==> src/rtl/psum_pkg.sv <==
// psum_pkg: shared types and constants for the column-end psum collector.
//   state_t : collector FSM states (IDLE, ACCUM)
//   PASS_W  : width of the pass counter and of the numPasses port
package psum_pkg;

    typedef enum logic {
        IDLE,
        ACCUM
    } state_t;

    localparam int unsigned PASS_W = 8;

endpackage

==> src/rtl/psum_fifo.sv <==
// psum_fifo: synchronous show-ahead FIFO with an occupancy count.
//   clk, rst : clock, asynchronous active-high reset (flushes the FIFO)
//   push     : write wdata; accepted when not full, or when full with a pop
//   pop      : remove the head; ignored while empty
//   wdata    : entry to write
//   rdata    : current head (reads as zero while empty)
//   count    : registered number of stored entries
//   full     : count == DEPTH
//   empty    : count == 0
module psum_fifo #(
    parameter int unsigned WIDTH = 32,
    parameter int unsigned DEPTH = 4,
    localparam int unsigned CNT_W = $clog2(DEPTH + 1),
    localparam int unsigned PTR_W = $clog2(DEPTH)
) (
    input  logic             clk,
    input  logic             rst,
    input  logic             push,
    input  logic             pop,
    input  logic [WIDTH-1:0] wdata,
    output logic [WIDTH-1:0] rdata,
    output logic [CNT_W-1:0] count,
    output logic             full,
    output logic             empty
);

    logic [WIDTH-1:0] mem [DEPTH];
    logic [PTR_W-1:0] wr_ptr;
    logic [PTR_W-1:0] rd_ptr;
    logic             do_push;
    logic             do_pop;

    assign empty   = (count == '0);
    assign full    = (count == CNT_W'(DEPTH));
    assign do_pop  = pop && !empty;
    // A simultaneous pop frees the slot the push needs.
    assign do_push = push && (!full || do_pop);
    assign rdata   = empty ? '0 : mem[rd_ptr];

    function automatic logic [PTR_W-1:0] ptr_inc(input logic [PTR_W-1:0] p);
        return (p == PTR_W'(DEPTH - 1)) ? '0 : p + PTR_W'(1);
    endfunction

    always_ff @(posedge clk or posedge rst) begin
        if (rst) begin
            wr_ptr <= '0;
            rd_ptr <= '0;
            count  <= '0;
        end else begin
            if (do_push) wr_ptr <= ptr_inc(wr_ptr);
            if (do_pop)  rd_ptr <= ptr_inc(rd_ptr);
            case ({do_push, do_pop})
                2'b10:   count <= count + CNT_W'(1);
                2'b01:   count <= count - CNT_W'(1);
                default: count <= count;
            endcase
        end
    end

    always_ff @(posedge clk) begin
        if (do_push) mem[wr_ptr] <= wdata;
    end

endmodule

==> src/rtl/psum_collector.sv <==
// psum_collector: column-end drain unit. Accumulates the psum stream of one
// PE column over numPasses K-tile passes in a scratch buffer; final-pass sums
// go to an output FIFO drained by valid/ready.
//   clk, rst      : clock, asynchronous active-high reset (aborts any job)
//   start         : one-cycle job start, ignored while busy
//   numPasses     : pass count sampled on start (0 behaves as 1)
//   inPartialSum  : psum from the last PE, qualified by psumValid
//   arrayStall    : registered back-pressure, high when FIFO free slots <= 2
//   outPartialSum : FIFO head; outValid: FIFO non-empty; outReady: pop
//   busy          : job in progress; done: pulse after the final push
//   overflow      : sticky, final-pass psum dropped on a full FIFO
//   protoErr      : sticky, psumValid seen while idle
module psum_collector
    import psum_pkg::*;
#(
    parameter int unsigned accumulationPar = 32,
    parameter int unsigned vectorLen       = 8,
    parameter int unsigned fifoDepth       = 4
) (
    input  logic                       clk,
    input  logic                       rst,
    input  logic                       start,
    input  logic [PASS_W-1:0]          numPasses,
    input  logic [accumulationPar-1:0] inPartialSum,
    input  logic                       psumValid,
    output logic                       arrayStall,
    output logic [accumulationPar-1:0] outPartialSum,
    output logic                       outValid,
    input  logic                       outReady,
    output logic                       busy,
    output logic                       done,
    output logic                       overflow,
    output logic                       protoErr
);

    localparam int unsigned IDX_W = $clog2(vectorLen);
    localparam int unsigned CNT_W = $clog2(fifoDepth + 1);

    state_t                     state;
    state_t                     state_next;
    logic [IDX_W-1:0]           idx;
    logic [PASS_W-1:0]          pass;
    logic [PASS_W-1:0]          last_pass;
    logic [accumulationPar-1:0] scratch [vectorLen];
    logic [accumulationPar-1:0] addend;
    logic [accumulationPar-1:0] sum;
    logic                       accept;
    logic                       idx_wrap;
    logic                       in_last_pass;
    logic                       final_psum;
    logic                       push;
    logic                       pop;
    logic                       fifo_full;
    logic                       fifo_empty;
    logic [CNT_W-1:0]           fifo_count;

    assign accept       = (state == ACCUM) && psumValid;
    assign idx_wrap     = (idx == IDX_W'(vectorLen - 1));
    assign in_last_pass = (pass == last_pass);
    assign final_psum   = accept && idx_wrap && in_last_pass;
    // Pass 0 starts from zero, so a single-pass job pushes the raw psum.
    assign addend       = (pass == '0) ? '0 : scratch[idx];
    assign sum          = addend + inPartialSum;
    assign push         = accept && in_last_pass;
    assign pop          = outValid && outReady;
    assign busy         = (state == ACCUM);
    assign outValid     = !fifo_empty;

    always_ff @(posedge clk or posedge rst) begin
        if (rst) state <= IDLE;
        else     state <= state_next;
    end

    always_comb begin
        state_next = state;
        case (state)
            IDLE:    if (start)      state_next = ACCUM;
            ACCUM:   if (final_psum) state_next = IDLE;
            default:                 state_next = IDLE;
        endcase
    end

    always_ff @(posedge clk or posedge rst) begin
        if (rst) begin
            idx        <= '0;
            pass       <= '0;
            last_pass  <= '0;
            done       <= 1'b0;
            overflow   <= 1'b0;
            protoErr   <= 1'b0;
            arrayStall <= 1'b0;
        end else begin
            done       <= final_psum;
            arrayStall <= (fifo_count >= CNT_W'(fifoDepth - 2));
            if (state == IDLE) begin
                if (start) begin
                    idx       <= '0;
                    pass      <= '0;
                    last_pass <= (numPasses == '0) ? '0 : numPasses - PASS_W'(1);
                    overflow  <= 1'b0;
                    protoErr  <= 1'b0;
                end
                // Placed after the start clear: a psum in the start cycle still flags.
                if (psumValid) protoErr <= 1'b1;
            end else if (psumValid) begin
                if (idx_wrap) begin
                    idx  <= '0;
                    pass <= pass + PASS_W'(1);
                end else begin
                    idx <= idx + IDX_W'(1);
                end
                if (push && fifo_full && !pop) overflow <= 1'b1;
            end
        end
    end

    always_ff @(posedge clk) begin
        if (accept && !in_last_pass) scratch[idx] <= sum;
    end

    psum_fifo #(
        .WIDTH(accumulationPar),
        .DEPTH(fifoDepth)
    ) u_fifo (
        .clk   (clk),
        .rst   (rst),
        .push  (push),
        .pop   (pop),
        .wdata (sum),
        .rdata (outPartialSum),
        .count (fifo_count),
        .full  (fifo_full),
        .empty (fifo_empty)
    );

endmodule

==> config.mk <==
export PLATFORM = sky130hd
export DESIGN_NAME = psum_collector
export DESIGN_NICKNAME = d
export VERILOG_FILES = /design/src/rtl/psum_pkg.sv /design/src/rtl/psum_fifo.sv /design/src/rtl/psum_collector.sv
export SDC_FILE = /design/constraint.sdc
export NUM_CORES = 1
export LEC_CHECK = 0
export BUFFER_PORTS_ARGS = -buffer_cell sky130_fd_sc_hd__buf_2
export CAP_MARGIN = 30
export CORE_ASPECT_RATIO = 1.1
export CORE_MARGIN = 1.5
export CORE_UTILIZATION = 57
export CTS_BUF_LIST = sky130_fd_sc_hd__clkbuf_8
export DETAILED_ROUTE_END_ITERATION = 7
export MAX_ROUTING_LAYER = met4
export PLACE_DENSITY = 0.77
export SLEW_MARGIN = 20
export SYNTH_ARGS = -nofsm -noshare
export SYNTH_HDL_FRONTEND = slang
export SYNTH_SLANG_ARGS = --single-unit
==> constraint.sdc <==
create_clock -name clk -period 4.7 [get_ports clk]
set_clock_uncertainty 0.2 [all_clocks]
set_input_delay 0.94 -clock clk [delete_from_list [all_inputs] [get_ports clk]]
set_output_delay 0.94 -clock clk [all_outputs]
set_load 0.01 [all_outputs]
== Yosys cells after proc, flatten, opt, wreduce, memory -nomap -nowiden ==
Memory sizes are Yosys's and may differ from the RTL's.
Cells that the tools add are included.

* Register bits: 31
* RAM bits: 384
* Input bits: 45
* Logic and storage cells: 85
* Memories kept: 2

* $add $sub $neg: 8
* Magnitude comparators: 1
* Eq/ne operators: 10
* Muxes and demuxes: 26
* Bitwise operators: 1
* Reductions and logical operators: 26

{| class="wikitable"
|+ Memory list
! name !! depth !! bits a word !! rd ports !! clocked after Yosys merged registers in !! wr ports !! RTL line !! source
|-
| scratch || 8 || 32 || 1 || 0 || 1 || psum_collector.sv:44 || <nowiki>logic [accumulationPar-1:0] scratch [vectorLen];</nowiki>
|-
| u_fifo.mem || 4 || 32 || 1 || 0 || 1 || psum_fifo.sv:27 || <nowiki>logic [WIDTH-1:0] mem [DEPTH];</nowiki>
|}

{| class="wikitable"
|+ Operators with widths
! kind !! number
|-
| 32-bit two-way mux || 2
|-
| 8-bit two-way mux || 5
|-
| 32-bit adder || 1
|-
| 8-bit logical NOT || 2
|-
| 3-bit two-way mux || 4
|-
| 1-bit two-way mux || 11
|-
| 1-bit logical AND || 10
|-
| 8-bit by 1-bit adder with 8-bit output (second input constant) || 1
|-
| 8-bit == test || 1
|-
| 8-bit by 1-bit subtractor with 8-bit output (second input constant) || 1
|-
| 3-bit by 1-bit adder with 3-bit output (second input constant) || 2
|-
| 2-bit == test (second input constant) || 3
|-
| 3-bit == test (second input constant) || 2
|-
| 3-bit one-hot mux with 2 select lines || 1
|-
| 2-bit AND reduction || 3
|-
| 3-bit AND reduction || 2
|-
| 2-bit nonzero test || 3
|-
| 2-bit by 1-bit adder with 2-bit output (second input constant) || 2
|-
| 1-bit logical NOT || 4
|-
| 2-bit two-way mux || 2
|-
| 2-bit by 1-bit inequality test with 1-bit output (second input constant) || 2
|-
| 3-bit by 2-bit >= comparator with 1-bit output (second input constant) || 1
|-
| 3-bit logical NOT || 1
|-
| 3-bit by 1-bit subtractor with 3-bit output (second input constant) || 1
|-
| other kinds (5) || 5
|}

== Depth between registers and ports, before layout ==
Gate-level depths: netlist of the first run.

* Word-level depth: 8
* Gate-level depth with buffers: 16

== Cells and area by module ==
Synthesis of the first run repeated with hierarchy kept, for this count alone.

* Cell total of the unflattened synthesis: 1,077
* Area, all modules: 17,409.2 um^2

{| class="wikitable"
|+ Modules (own cells, without submodules)
! module !! instances !! cells each !! area each (um^2) !! seq. area each (um^2)
|-
| psum_collector || 1 || 819 || 12,035.3 || 8,287.9
|-
| psum_fifo || 1 || 258 || 5,373.9 || 4,018.9
|}

== Worst setup path after synthesis of the first run ==
Ideal clock, no wire load.

* Path kind: flip-flop to flip-flop
* Start: register pass[0]
* End: memory scratch[0][29], data pin
* Library setup time: 0.257 ns
* Data arrival time: 3.961 ns
* Setup slack: 0.282 ns
* Cell stages (with the launch flop): 16
* Cells stage by stage: dfrtp_1 > inv_1 > ha_1 > or4b_2 > nor4_4 > clkbuf_1 > a41oi_1 > ha_1 > clkbuf_2 > and4_1 > nand2_1 > nor3_1 > o41ai_2 > or4_1 > and2_1 > a211oi_2

* Word-level cells in the longest chain between the ends: 3

{| class="wikitable"
|+ Ends and longest elaborated chain
! what !! RTL line !! source
|-
| start: declaration || psum_collector.sv:42 || <nowiki>logic [PASS_W-1:0] pass;</nowiki>
|-
| start signal: assignment || psum_collector.sv:108 || <nowiki>pass <= pass + PASS_W'(1);</nowiki>
|-
| 8-bit logical NOT || psum_collector.sv:62 || <nowiki>assign addend = (pass == '0) ? '0 : scratch[idx];</nowiki>
|-
| 32-bit two-way mux || psum_collector.sv:62 ||
|-
| 32-bit adder || psum_collector.sv:63 || <nowiki>assign sum = addend + inPartialSum;</nowiki>
|-
| named net sum[29] || psum_collector.sv:46 || <nowiki>logic [accumulationPar-1:0] sum;</nowiki>
|-
| end: declaration || psum_collector.sv:44 ||
|}

The timed path passes the listed nets, and every way through them passes these cells.

== Final worst setup path of the first run ==
* Start: register pass[1]
* End: memory scratch[5][30], data pin

The elaborated chain is that of the path after synthesis.

==> metrics.txt, run 1 <==
share of cells above drive strength 1 24.6%; maxcap violations 0; reg-to-reg slack, setup approximately 170 ps; number of synthesized flops with an enable pin between 300 and 400; Overflow after GRT 0; post-synthesis cell type count 61; number of global-route vias before repair ~11000; Detail Route Antenna Nets 0; Slew Limit Headroom 37.6%; Max FO, Critical Path 12; Fin. Hold Viols 0; area delta synth->final 17.1%; fmax between 200 and 250 MHz; drt wl/cell approximately 24 microns; first-pass GRT wire length 61600 microns; final HPWL from detailed placement around 25000 microns; Main synth FF type edfxtp_1; detail-routed via count per cell 6.26; Nets ~1400; Mapped Area between 15000 and 20000 sq um; Residual DRC 0; largest net degree at the start of global routing 35; slowest stage cell, crit path ha_1; cts hold-fix bufs 0; yosys warns 0; critical path's largest stage delay approximately 500 ps; syn_area_per_cell 15.8 sq um; Worst Setup EP scratch[5][30]; Inst Count DP approximately 1600; syn_nets 1199; FF-to-FF path depth 15; Startpoint Class flip-flop; initial antenna violation count 0; Post-synth ARST share 7.47%; P_leak between 7 and 8 nW; core area about 30000 sq um; Worst EP arrival about 4600 ps; via count around 11000; TritonCTS Buffers 67; actual slew at the worst max-slew pin between 900 and 1000 ps; maximum clock path buffer count 3; First DRT Iteration DRCs ~1200; final WL 41200 microns; status complete, no violations; port bufs 82; # rows 67; Ant. Diodes 0; commonest cells after routing, fill and taps aside 384 x edfxtp_1, 128 x a22oi_1, 84 x buf_2, 70 x clkbuf_8, 60 x buf_4; PD cells roughly 850 nW/um^2; gate count after technology mapping 1111; die extent in y around 190 microns; period utilisation layout slightly below 100%; Initial Util between 50% and 60%; CP required 4810 ps; worst vdd ir roughly 0.43 mV; Cell Chain, Critical Path inv_1, ha_1, or4b_4, nor4_4, buf_4, clkbuf_16, buf_4, a41oi_1, ha_1, and4_1, nand3_1, nor3_1, a21oi_1, a21oi_1, xor2_2; total power approximately 18 mW; level count of the clock H-tree 3; clock root buffer master clkbuf_8; die footprint 31800 sq um; Non-Filler Instances between 1500 and 2000; Clk Latency, worst-skew pair about 590 ps; # IOs 83; FF-to-FF Start pass[1]; Chip Width ~170 microns; Worst-path clk slew 60 ps; CTS tree done; final setup fails 0; Tot GR Track Use a little over a quarter; CTS Sinks 415; CP endpoint kind flip-flop; commonest non-fill, non-tap cell in the layout edfxtp_1; CP Launch Point pass[1]; register area share after synthesis a little over two thirds; worst min path class in -> async; flops & latches, synth 415; worst reg2reg path endpoint scratch[5][30]; Period minus WS final approximately 4500 ps; Final Max Slew Viols 0; routability cong. ~0.92; CP Class reg -> reg; drt pass-1 iters 6
## state kept, by name (all words and copies together), names as in the netlist
register,cells
protoErr,1
u_fifo.mem,128
pass,8
last_pass,8
arrayStall,1
u_fifo.count,3
scratch,256
done,1
busy,1
u_fifo.rd_ptr,2
idx,3
u_fifo.wr_ptr,2
overflow,1
## synthesized netlist by cell type (17+ instances only)
library cell,count,area share (%)
edfxtp_1,384,66
a22oi_1,128,5.5
clkbuf_1,53,1.1
and2_1,43,1.5
ha_1,41,2.9
a21oi_1,38,1.1
mux4_2,32,4.1
nand2_1,32,0.69
a41oi_1,31,1.6
dfrtp_1,31,4.4
nor2_1,31,0.66
o21ai_0,29,0.83
xor2_1,25,1.3
inv_1,24,0.51
xnor2_1,22,1.1
nand3_1,20,0.57
and3_1,17,0.61
## timing repair
| action | in CTS | in global routing |
|---|---|---|
| buffers inserted | 0 | 10 |
| gates cloned | 0 | 3 |
| setup endpoints to repair | 48 | 167 |
| pin swaps | 0 | 11 |
| resized for setup | 5 | 26 |
## worst max-delay path, delay by kind of cell, from the launching register on
family / cells / cell delay [ps]
XOR/XNOR: 1 / 420
AO/OA/AOI/OAI: 3 / 530
adder cells (fa/ha/maj): 2 / 640
AND/OR/NAND/NOR: 5 / 1410
flip-flops: 1 / 370
buffers and inverters: 4 / 670
## power breakdown
group	total, mW	internal (mW)	leakage, nW	switching [mW]
combinational	7.41	2.67	2.68	4.74
clock	3.07	1.71	0.738	1.36
sequential	7.03	6.71	3.86	0.318
total	17.5	11.1	7.28	6.41
## how the worst min path moves through the flow
stage | slack (ps) | end | cells after the start
4_1_cts | 230 | last_pass[1] | 3
3_3_place_gp | 270 | protoErr | 2
2_1_floorplan | 260 | u_fifo.count[2] | 1
5_1_grt | 260 | last_pass[1] | 3
3_5_place_dp | 290 | protoErr | 2
6_report | 230 | last_pass[1] | 3
## routing by layer
layer  wire length [microns]  GRT usage (%)  vias to the layer above
met5                       0              -                        -
met4                    1180           9.80                        0
met3                    3620           5.37                       88
met2                   20200           41.5                      584
met1                   16200           35.2                     5419
li1                        -              -                     4777
## stage by stage
step	hold slack (ps)	TNS (ps)	utilization, %	setup WS [ps]	instance area, sq um
2_1_floorplan	260	0	-	282	17500
3_3_place_gp	268	0	61.6	68.2	18700
3_5_place_dp	289	-133	61.7	-11.3	18700
4_1_cts	227	0	66.2	34.5	20100
5_1_grt	261	-37.2	67.6	-9.43	20500
6_report	231	0	67.6	170	20500
## logic make-up after synthesis
group	share of synthesized area [%]
buffers and inverters	1.98
xor gates and xnor gates	2.35
adders and majority gates	3.16
DFF	70.3
AOI/OAI and AO/OA	11.7
and+or+nand+nor	6.20
muxes	4.35
## area by class of cell
class                           instances  area (sq um)
Clock buffer                           70           963
Tap cell                              414           518
Inverter                               24          90.1
Sequential cell                       415         12300
Timing Repair Buffer                  158          1170
Fill cell                            2061          9840
Multi-Input combinational cell        609          5110
Clock inverter                         47           349
Power figures use the tool's default switching activity.
==> run 2: changes to the inputs <==
Settings changed: SETUP_SLACK_MARGIN from default to 0.4.
==> run 2 against run 1 <==
  * Via count grew 5.2%
  * Global-route usage grew 1.4 points
  * Hold slack lost 25 ps
  * Die area is the same
  * Critical endpoint is now u_fifo.mem[2][29]
  * Largest cell class unchanged
  * Highest routed layer unchanged
==> metrics.txt, run 2 (same netlist as run 1, synthesis figures left out) <==
First DRT Iteration DRCs 1418; # IOs 83; status complete, no violations; # rows between 60 and 70; Chip Width 170 microns; maximum clock path buffer count 3; commonest cells after routing, fill and taps aside 384 x edfxtp_1, 128 x a22oi_1, 97 x buf_4, 82 x buf_2, 70 x clkbuf_8; drt pass-1 iters 6; level count of the clock H-tree 3; Nets 1408; period utilisation layout a little over nine tenths; CP endpoint kind flip-flop; TritonCTS Buffers between 60 and 70; clock root buffer master clkbuf_8; unrepaired setup endpoints after global routing yes; Startpoint Class flip-flop; register with the most flip-flops scratch; max reg flops about 260; number of global-route vias before repair roughly 11000; Tot GR Track Use 28.1%; area delta synth->final 20.2%; CTS Sinks 415; first-pass GRT wire length around 64000 microns; CTS tree done; port bufs between 80 and 90; actual slew at the worst max-slew pin roughly 1000 ps; Worst-path clk slew roughly 60 ps; Ant. Diodes 0; worst min path class in -> async; commonest non-fill, non-tap cell in the layout edfxtp_1; CP required between 4000 and 5000 ps; Non-Filler Cell Area, Final ~21000 sq um; die footprint 31800 sq um; die extent in y roughly 190 microns; Worst EP arrival 4680 ps; Overflow after GRT 0; Slew Limit Headroom about a third; core area ~30000 sq um; largest net degree at the start of global routing 33; fmax 227 MHz; final WL 44100 microns; share of cells above drive strength 1 between 20% and 30%; Residual DRC 0; detail-routed via count per cell about 6.4; final setup fails 0; CP Class reg -> reg; fill count ~1900; Detail Route Antenna Nets 0; via count 11400; Clk Latency, worst-skew pair 610 ps; Period minus WS final about 4400 ps; drt wl/cell 24.7 microns; initial antenna violation count 0; Largest regs scratch x256, u_fifo.mem x128; Initial Util 57.7%; Fin. Hold Viols 0; routability cong. roughly 0.92; final HPWL from detailed placement between 20000 and 30000 microns; Placed Area roughly 19000 sq um; Final Max Slew Viols 0; Max FO, Critical Path 6; maxcap violations 0
## run 2: cell count changes in the layout (fill, tap and decap cells not counted), moves of 5 or more
cell	change
buf_4	+37
a21oi_1	-12
a21oi_2	+10
o21ai_0	-9
and3_1	+8
and3_2	-8
ha_1	-7
o21ai_1	+7
buf_6	+5
bufinv_16	-5
ha_2	+5
## run 2: through the flow
stage	cells	utilization [%]	hold WS [ps]	setup slack, ps	setup TNS (ps)
6_report	1782	69.3	206	301	0
5_1_grt	1782	69.3	248	187	0
4_1_cts	1759	67.7	209	310	0
3_5_place_dp	1608	61.8	289	-107	-3550
3_3_place_gp	1608	61.8	266	81.4	0
2_1_floorplan	1111	-	260	405	0
## run 2: layout make-up
cell class / instances / area, sq um / share of cell area [%]
clock inverter: 47 / 238 / 1.13
timing repair buffer: 201 / 1520 / 7.24
sequential: 415 / 12300 / 58.5
inverter: 24 / 90.1 / 0.428
tap: 414 / 518 / 2.46
multi-input combinational: 611 / 5390 / 25.6
clock buffer: 70 / 963 / 4.58
## run 2: path summary, 6_finish.rpt
path	start	end	slack [ps]	cells after the start
setup / recovery	pass[1]	u_fifo.mem[2][29]	300	19
hold / removal	rst	arrayStall	210	3
setup reg to reg	pass[1]	u_fifo.mem[2][29]	300	19
hold reg to reg	protoErr	protoErr	290	2
max in group asynchronous	rst	u_fifo.rd_ptr[0]	3770	3
min in group clk	protoErr	protoErr	290	2
## run 2: what timing repair did
item                                   in CTS  in global routing
pin swaps                                  25                 26
gates resized for setup                    45                 57
hold buffers                                0                  0
endpoints found under the hold margin       0                  0
gates cloned                                4                  4
setup endpoints to repair                 252                264
buffers inserted                           30                 16
## run 2: routing by layer
metal  GRT usage [%]  up-vias  share of wire (%)
li1                -     4863                  -
met1            37.3     5699                 38
met2            43.6      719                 49
met3            5.23      148                9.4
met4            10.6        0                4.0
met5               -        -                  0
## run 2: worst max-delay path: stages (launching register included)
cell and delay, ps:
dfrtp_1 390, inv_2 80, ha_4 110, or4b_4 470, nor4_4 170, buf_6 180
buf_12 140, a41oi_1 50, ha_1 360, o21ai_1 130, o21a_2 270, nor3_2 190
buf_4 140, o41ai_2 60, buf_4 160, or4_4 490, and2_4 170, a211oi_4 240
buf_6 160, buf_16 120
Power of run 2 is left out: the tool's default activity adds up to more than one toggle a clock period on the data nets, which glitch-free logic cannot reach.
